===== src/rtl/score_scan_ctrl.sv =====
// ---------------------------------------------------------------------------
// score_scan_ctrl
//   Time-multiplexes a two-digit BCD score onto a shared 4-bit digit bus.
//   The scan order is ONES -> GAP1 -> TENS -> GAP2. GAP1 and GAP2 are blank
//   slots that stop one digit ghosting into the next. When BLANK_CYCLES==0
//   there are no gaps and the order is ONES -> TENS.
//   A loaded score is staged and only reaches the display registers at a
//   frame boundary, so a frame never shows half an update. The block also
//   does leading-zero suppression and whole-display flashing.
//
// Parameters
//   DWELL_W       width of dwell and of the dwell/gap counter
//   BLANK_CYCLES  number of blank cycles after each digit (0 = no gaps)
//   FLASH_FRAMES  number of frames per flash half-period (>= 1)
//
// Ports
//   clk         system clock, rising edge
//   reset       synchronous, active-high
//   dwell       each digit is shown for dwell+1 cycles; sampled live
//   bcd_ones    ones digit of the incoming score
//   bcd_tens    tens digit of the incoming score
//   load        one-cycle strobe that captures bcd_ones/bcd_tens
//   lz_blank    blank the tens digit when the displayed tens value is 0
//   flash_en    flash the display every FLASH_FRAMES frames
//   digit_out   BCD value for the selected digit; 0 while digit_sel==00
//   digit_sel   one-hot digit enable: 01 = ones, 10 = tens, 00 = blank
//   frame_done  one-cycle pulse on the last cycle of each frame
// ---------------------------------------------------------------------------
module score_scan_ctrl #(
    parameter int DWELL_W      = 8,
    parameter int BLANK_CYCLES = 2,
    parameter int FLASH_FRAMES = 4
) (
    input  logic               clk,
    input  logic               reset,
    input  logic [DWELL_W-1:0] dwell,
    input  logic [3:0]         bcd_ones,
    input  logic [3:0]         bcd_tens,
    input  logic               load,
    input  logic               lz_blank,
    input  logic               flash_en,
    output logic [3:0]         digit_out,
    output logic [1:0]         digit_sel,
    output logic               frame_done
);

    localparam logic [1:0] S_ONES = 2'd0;
    localparam logic [1:0] S_GAP1 = 2'd1;
    localparam logic [1:0] S_TENS = 2'd2;
    localparam logic [1:0] S_GAP2 = 2'd3;

    // The frame closes in GAP2, or in TENS when there are no gaps.
    localparam logic [1:0] S_LAST = (BLANK_CYCLES == 0) ? S_TENS : S_GAP2;

    // Gap states run for cnt = 0 .. BLANK_CYCLES-1.
    localparam logic [DWELL_W-1:0] GAP_LAST =
        DWELL_W'((BLANK_CYCLES > 0) ? BLANK_CYCLES - 1 : 0);

    localparam int FCNT_W = (FLASH_FRAMES > 1) ? $clog2(FLASH_FRAMES) : 1;
    localparam logic [FCNT_W-1:0] FCNT_LAST = FCNT_W'(FLASH_FRAMES - 1);

    logic [1:0]         state, next_state;
    logic [DWELL_W-1:0] cnt;
    logic               state_last;

    logic [3:0]         stage_ones, stage_tens;
    logic               pending;
    logic [3:0]         disp_ones, disp_tens;

    logic               flash_phase;
    logic [FCNT_W-1:0]  fcnt;

    // Sequencing. A digit state ends on any cycle where cnt >= dwell.
    // Because dwell is sampled live, lowering it below cnt ends the digit
    // at the next edge.
    always_comb begin
        state_last = 1'b0;
        next_state = state;
        case (state)
            S_ONES: begin
                state_last = (cnt >= dwell);
                next_state = (BLANK_CYCLES == 0) ? S_TENS : S_GAP1;
            end
            S_GAP1: begin
                state_last = (cnt == GAP_LAST);
                next_state = S_TENS;
            end
            S_TENS: begin
                state_last = (cnt >= dwell);
                next_state = (BLANK_CYCLES == 0) ? S_ONES : S_GAP2;
            end
            default: begin
                state_last = (cnt == GAP_LAST);
                next_state = S_ONES;
            end
        endcase
    end

    // frame_done has to line up with the real last cycle of the frame.
    // When there are no gaps, the frame ends in TENS, and that cycle depends
    // on the live dwell value.
    assign frame_done = state_last && (state == S_LAST);

    always_ff @(posedge clk) begin
        if (reset) begin
            state       <= S_ONES;
            cnt         <= '0;
            stage_ones  <= 4'd0;
            stage_tens  <= 4'd0;
            pending     <= 1'b0;
            disp_ones   <= 4'd0;
            disp_tens   <= 4'd0;
            flash_phase <= 1'b0;
            fcnt        <= '0;
        end else begin
            if (state_last) begin
                state <= next_state;
                cnt   <= '0;
            end else begin
                cnt <= cnt + 1'b1;
            end

            // Staging always holds the newest load. At a frame boundary the
            // display takes the newest value. A load on that same cycle
            // bypasses staging, because staging only updates at the edge.
            if (load) begin
                stage_ones <= bcd_ones;
                stage_tens <= bcd_tens;
            end
            if (frame_done) begin
                if (load) begin
                    disp_ones <= bcd_ones;
                    disp_tens <= bcd_tens;
                end else if (pending) begin
                    disp_ones <= stage_ones;
                    disp_tens <= stage_tens;
                end
                pending <= 1'b0;
            end else if (load) begin
                pending <= 1'b1;
            end

            if (!flash_en) begin
                flash_phase <= 1'b0;
                fcnt        <= '0;
            end else if (frame_done) begin
                if (fcnt == FCNT_LAST) begin
                    flash_phase <= ~flash_phase;
                    fcnt        <= '0;
                end else begin
                    fcnt <= fcnt + 1'b1;
                end
            end
        end
    end

    // Outputs are decoded from the registered state. Suppression and
    // flashing only blank the bus; the scan timing does not change.
    always_comb begin
        digit_sel = 2'b00;
        digit_out = 4'd0;
        if (!flash_phase) begin
            case (state)
                S_ONES: begin
                    digit_sel = 2'b01;
                    digit_out = disp_ones;
                end
                S_TENS: begin
                    if (!(lz_blank && disp_tens == 4'd0)) begin
                        digit_sel = 2'b10;
                        digit_out = disp_tens;
                    end
                end
                default: ;
            endcase
        end
    end

endmodule

===== config.mk =====
export PLATFORM = sky130hd
export DESIGN_NAME = score_scan_ctrl
export DESIGN_NICKNAME = d
export VERILOG_FILES = /design/src/rtl/score_scan_ctrl.sv
export SDC_FILE = /design/constraint.sdc
export NUM_CORES = 1
export LEC_CHECK = 0
export CORE_UTILIZATION = 45
export DETAILED_ROUTE_END_ITERATION = 7
export PLACE_DENSITY = 0.69
export SLEW_MARGIN = 15
export SYNTH_ARGS = -nofsm -noshare
export SYNTH_HDL_FRONTEND = slang
export SYNTH_SLANG_ARGS = --single-unit

===== constraint.sdc =====
create_clock -name clk -period 4.2 [get_ports clk]
set_input_delay 1.26 -clock clk [delete_from_list [all_inputs] [get_ports clk]]
set_output_delay 1.26 -clock clk [all_outputs]
set_load 0.01 [all_outputs]

==> results.md <==
- The number of core rows is 21.
- The clock tree buffer depth is 2.
- The height of the die is 61.8 µm.
- The number of buffer cells added on primary ports is 27.
- The total cell area at the placement stage is 1960 µm².
- The final setup violation count is 0.
- The HPWL reported at the end of detailed placement is 2.33 mm.
- The total power density per cell area is 259 nW/µm².
- The count of pins on the block boundary is 28.
- The count of maximum capacitance violations is 0.
- Synthesis inferred 30 register bits.
- The number of antenna violations at the first check in global routing is 0.
- The worst clock skew is 0.00832 ns.
- TritonCTS built the clock tree.
- The peak supply drop is 0.228 mV.
- The most used routing layer is met2.
- The wire length of the first global-routing pass is 5.11 mm.
- Setup repair after global routing left no endpoint under its margin.
- In this run the static leakage power is 0.880 nW.
- The category of the most critical setup path is in -> out.
- Traced cell by cell, the critical path runs through clkdlybuf4s50_1 -> inv_1 -> ha_4 -> a211oi_4 -> o31ai_4 -> a211oi_4 -> nor2_2 -> clkbuf_2.
- After synthesis, the mean cell area works out to 9.35 µm².
- The filler cell count in the final layout is 282.
- The count of cells in the finished layout, fillers not included, comes to 257.
- The last weighted congestion value of the routability-driven placer is 0.775.
- The most used cell along the critical path is sky130_fd_sc_hd__a211oi_4.
- The routed layout has 1297 vias.
- The pin count of the biggest net entering global routing is 25.
- The placement-stage worst setup slack is -0.453 ns.
- The mapped cell area is 1610 µm².
- Global routing consumed, on the met3 layer, 4.97% of the routing resources.
- The minimum clock period after layout is 4.09 ns.
- For the worst setup path, the data required time is 2.94 ns.
- The post-synthesis net count is 208.
- For this run, global-route usage on met1 was measured as 23.8%.
- The run finished with clean final reports.
- The share of layout cells above drive strength 1 is 19.0%.
- The worst relative slew slack is 64.3%.
- The count of cell types in the netlist is 35.
- STA classifies the critical path endpoint as an output pin.
- The footprint of the multi-input gates is 1010 µm².
- For the worst-skew pair, the clock arrives at the later sink with an insertion delay of 0.31 ns.
- Of the total power, combinational logic draws 12.7%.
- The slack of the critical path is 0.111 ns.
- The deepest level of the CTS H-tree is 2.
- The clock edge transition at the registers on the reported setup and hold paths is 0.09 ns.
- Among all flip-flop cells after synthesis, the most frequent one is sky130_fd_sc_hd__dfxtp_1.
- The total wirelength of the detailed-routed design is 3.11 mm.
- The via count of the first global-routing pass is 1179.
- The largest individual stage delay along the critical path comes from the cell sky130_fd_sc_hd__clkdlybuf4s50_1.
- For this block, the initial DRC count from the detailed router was 53.
- In this design, the stage delay of the slowest critical-path cell is 0.47 ns.
- Using the TritonRoute via totals, the vias-per-cell ratio works out to 5.05.
- The post-route standard cell area excluding fillers is 2100 µm².
- After detailed routing, the number of remaining DRC violations is 0.
- The worst setup path is launched from a primary input.
- The clock power share is 32.5%.
- Net switching is 24.5% of the power.
- The final antenna-violating net count is 0.
- The first detailed-routing pass ran for 4 iterations.
- Counting flops with a built-in enable in the synthesized netlist gives 0.
- The combined global-route utilization of all metal layers is 18.5%.
- The net count of the finished layout is 246.
- The sequential share of power is 54.8%.
- 0 antenna diodes ended up in the layout.
- The sum of buffers and inverters on the critical path is 3.
- For this configuration, the core starts out at a cell density of 47.4%.
- Setup total negative slack on the finished layout was measured at 0 ns.
- Relative to the synthesized area, the layout overhead comes to 30.8%.
- The met2 track demand over resource in global routing is 29.8%.
- The class of the tightest hold or removal check is reg -> reg.
- The number of sinks driven by the clock tree is 30.
- The post-route total power is 545 µW.
- From left edge to right edge, the die measures 61.8 µm.
- The number of placed instances, taps included, is 247.
- The die covers 3820 µm².
- Summed over all nets, the switching power comes to 134 µW.
- In this run, post-CTS hold repair placed 0 buffers.
- The placeable core region is 3390 µm².
- The part of the cycle the worst path needs is 97.3%.
- The internal power is 411 µW.
- The average routed wire per standard cell is 12.1 µm.
- At the end of the flow the core is filled with cells to 62.1%.
- The total count of max-transition violations in the final report is 0.
- For this run, the number of Yosys warnings is 0.
- Summing all flip-flop and latch instances after layout gives 601 µm².
- The cell sitting at the root of the clock tree is a sky130_fd_sc_hd__clkbuf_4.
- The tightest hold path in the finished design has a slack of 0.508 ns.
- The share of synthesized registers carrying an async set or reset is 0%.
- Of the synthesized area, sequential elements account for 37.4%.
- The transition time at the pin with the least slew margin is 0.535 ns.
- The total congestion overflow is 0.
- The arrival time at the worst endpoint is 2.83 ns.
- The CTS buffer count is 5.
- Synthesis produced a netlist whose cell count is 172.
- The final hold violation count is 0.
- Of all nets on the critical path, the largest fanout is 2.
- The cell family with the largest share of critical-path delay is buffers and inverters.
- The maximum clock frequency is 0.245 GHz.
## Yosys cell counts, drive strengths merged (2+ instances only)
master	count	area share (%)
a211oi	3	2.2
a21oi	6	1.9
a22oi	4	1.9
and3	3	1.5
clkbuf	3	0.70
dfxtp	30	37
ha	15	12
inv	13	3.0
mux2	8	5.6
mux2i	8	5.0
nand2	2	0.47
nand2b	3	1.3
nand3	6	1.9
nand3b	2	0.93
nor2	27	6.3
nor2b	12	4.7
nor3	4	1.9
o21ai	5	1.6
o31ai	2	0.93
or4	2	0.93
xor2	5	2.7
## flip-flops by register name (all words and copies together), names as in the netlist
name,flops
cnt,8
disp_ones,4
disp_tens,4
fcnt,2
flash_phase,1
pending,1
stage_ones,4
stage_tens,4
state,2
## power groups by stage
stage	Sequential, mW	Combinational, mW	Clock [mW]
final	0.299	0.0691	0.177
after global routing	0.300	0.0777	0.200
after CTS	0.299	0.0683	0.181
after detailed placement	0.305	0.0653	0
after global placement	0.305	0.0629	0
after floorplan	0.304	0.0352	0
## tightest hold or removal path, cell delays in order (launching register included)
cell	delay, ns
sky130_fd_sc_hd__dfxtp_1	0.32
sky130_fd_sc_hd__mux2i_1	0.06
sky130_fd_sc_hd__nor2_1	0.10
## routing by layer
metal  part of all wire, %  vias to the layer above
met5                     0                        -
met4                   1.2                        0
met3                   2.8                        4
met2                    48                       16
met1                    48                      606
li1                      -                      671
## layout make-up
| type | count | area share [%] |
|---|---|---|
| Clock buffer | 6 | 2.44 |
| Clock inverter | 2 | 0.595 |
| Inverter | 13 | 2.32 |
| Multi-Input combinational cell | 126 | 48.2 |
| Sequential cell | 30 | 28.6 |
| Tap cell | 46 | 2.74 |
| Timing Repair Buffer | 34 | 15.1 |
## cells in the final DEF, fill, tap and decap left out, types with 6 or more instances in the layout
master | netlist | layout
sky130_fd_sc_hd__ha_1 | 15 | 12
sky130_fd_sc_hd__nand3_1 | 6 | 6
sky130_fd_sc_hd__nor2b_1 | 12 | 12
sky130_fd_sc_hd__nor2_1 | 27 | 24
sky130_fd_sc_hd__inv_1 | 13 | 13
sky130_fd_sc_hd__mux2i_1 | 8 | 8
sky130_fd_sc_hd__mux2_2 | 8 | 8
sky130_fd_sc_hd__clkdlybuf4s50_1 | 0 | 26
sky130_fd_sc_hd__buf_4 | 0 | 7
sky130_fd_sc_hd__dfxtp_1 | 30 | 30
## cells by family (layout without fill, tap and decap cells)
| logic type | Yosys count | count (layout) | synth area share, % |
|---|---|---|---|
| AOI/OAI and AO/OA | 23 | 23 | 10.0 |
| xor gates and xnor gates | 6 | 6 | 3.27 |
| adders and majority gates | 15 | 15 | 11.7 |
| buffers and inverters | 16 | 55 | 3.74 |
| DFF | 30 | 30 | 37.4 |
| muxes | 16 | 16 | 10.6 |
| and+or+nand+nor | 66 | 66 | 23.3 |
## final timing paths
check	cells after the start	endpoint	start	slack, ns
worst max-delay path	8	frame_done	dwell[4]	0.11
worst min register to register	2	stage_tens[0]	stage_tens[0]	0.51
worst max register to register	8	disp_tens[3]	state[0]	1.78
worst min-delay path	2	stage_tens[0]	stage_tens[0]	0.51
## timing repair
action	4_1_cts	5_1_grt
gates cloned	0	0
buffers inserted	1	1
setup endpoints to repair	1	1
resized for setup	12	3
pin swaps	3	2
Note: power is estimated with default switching activity, not from simulation.
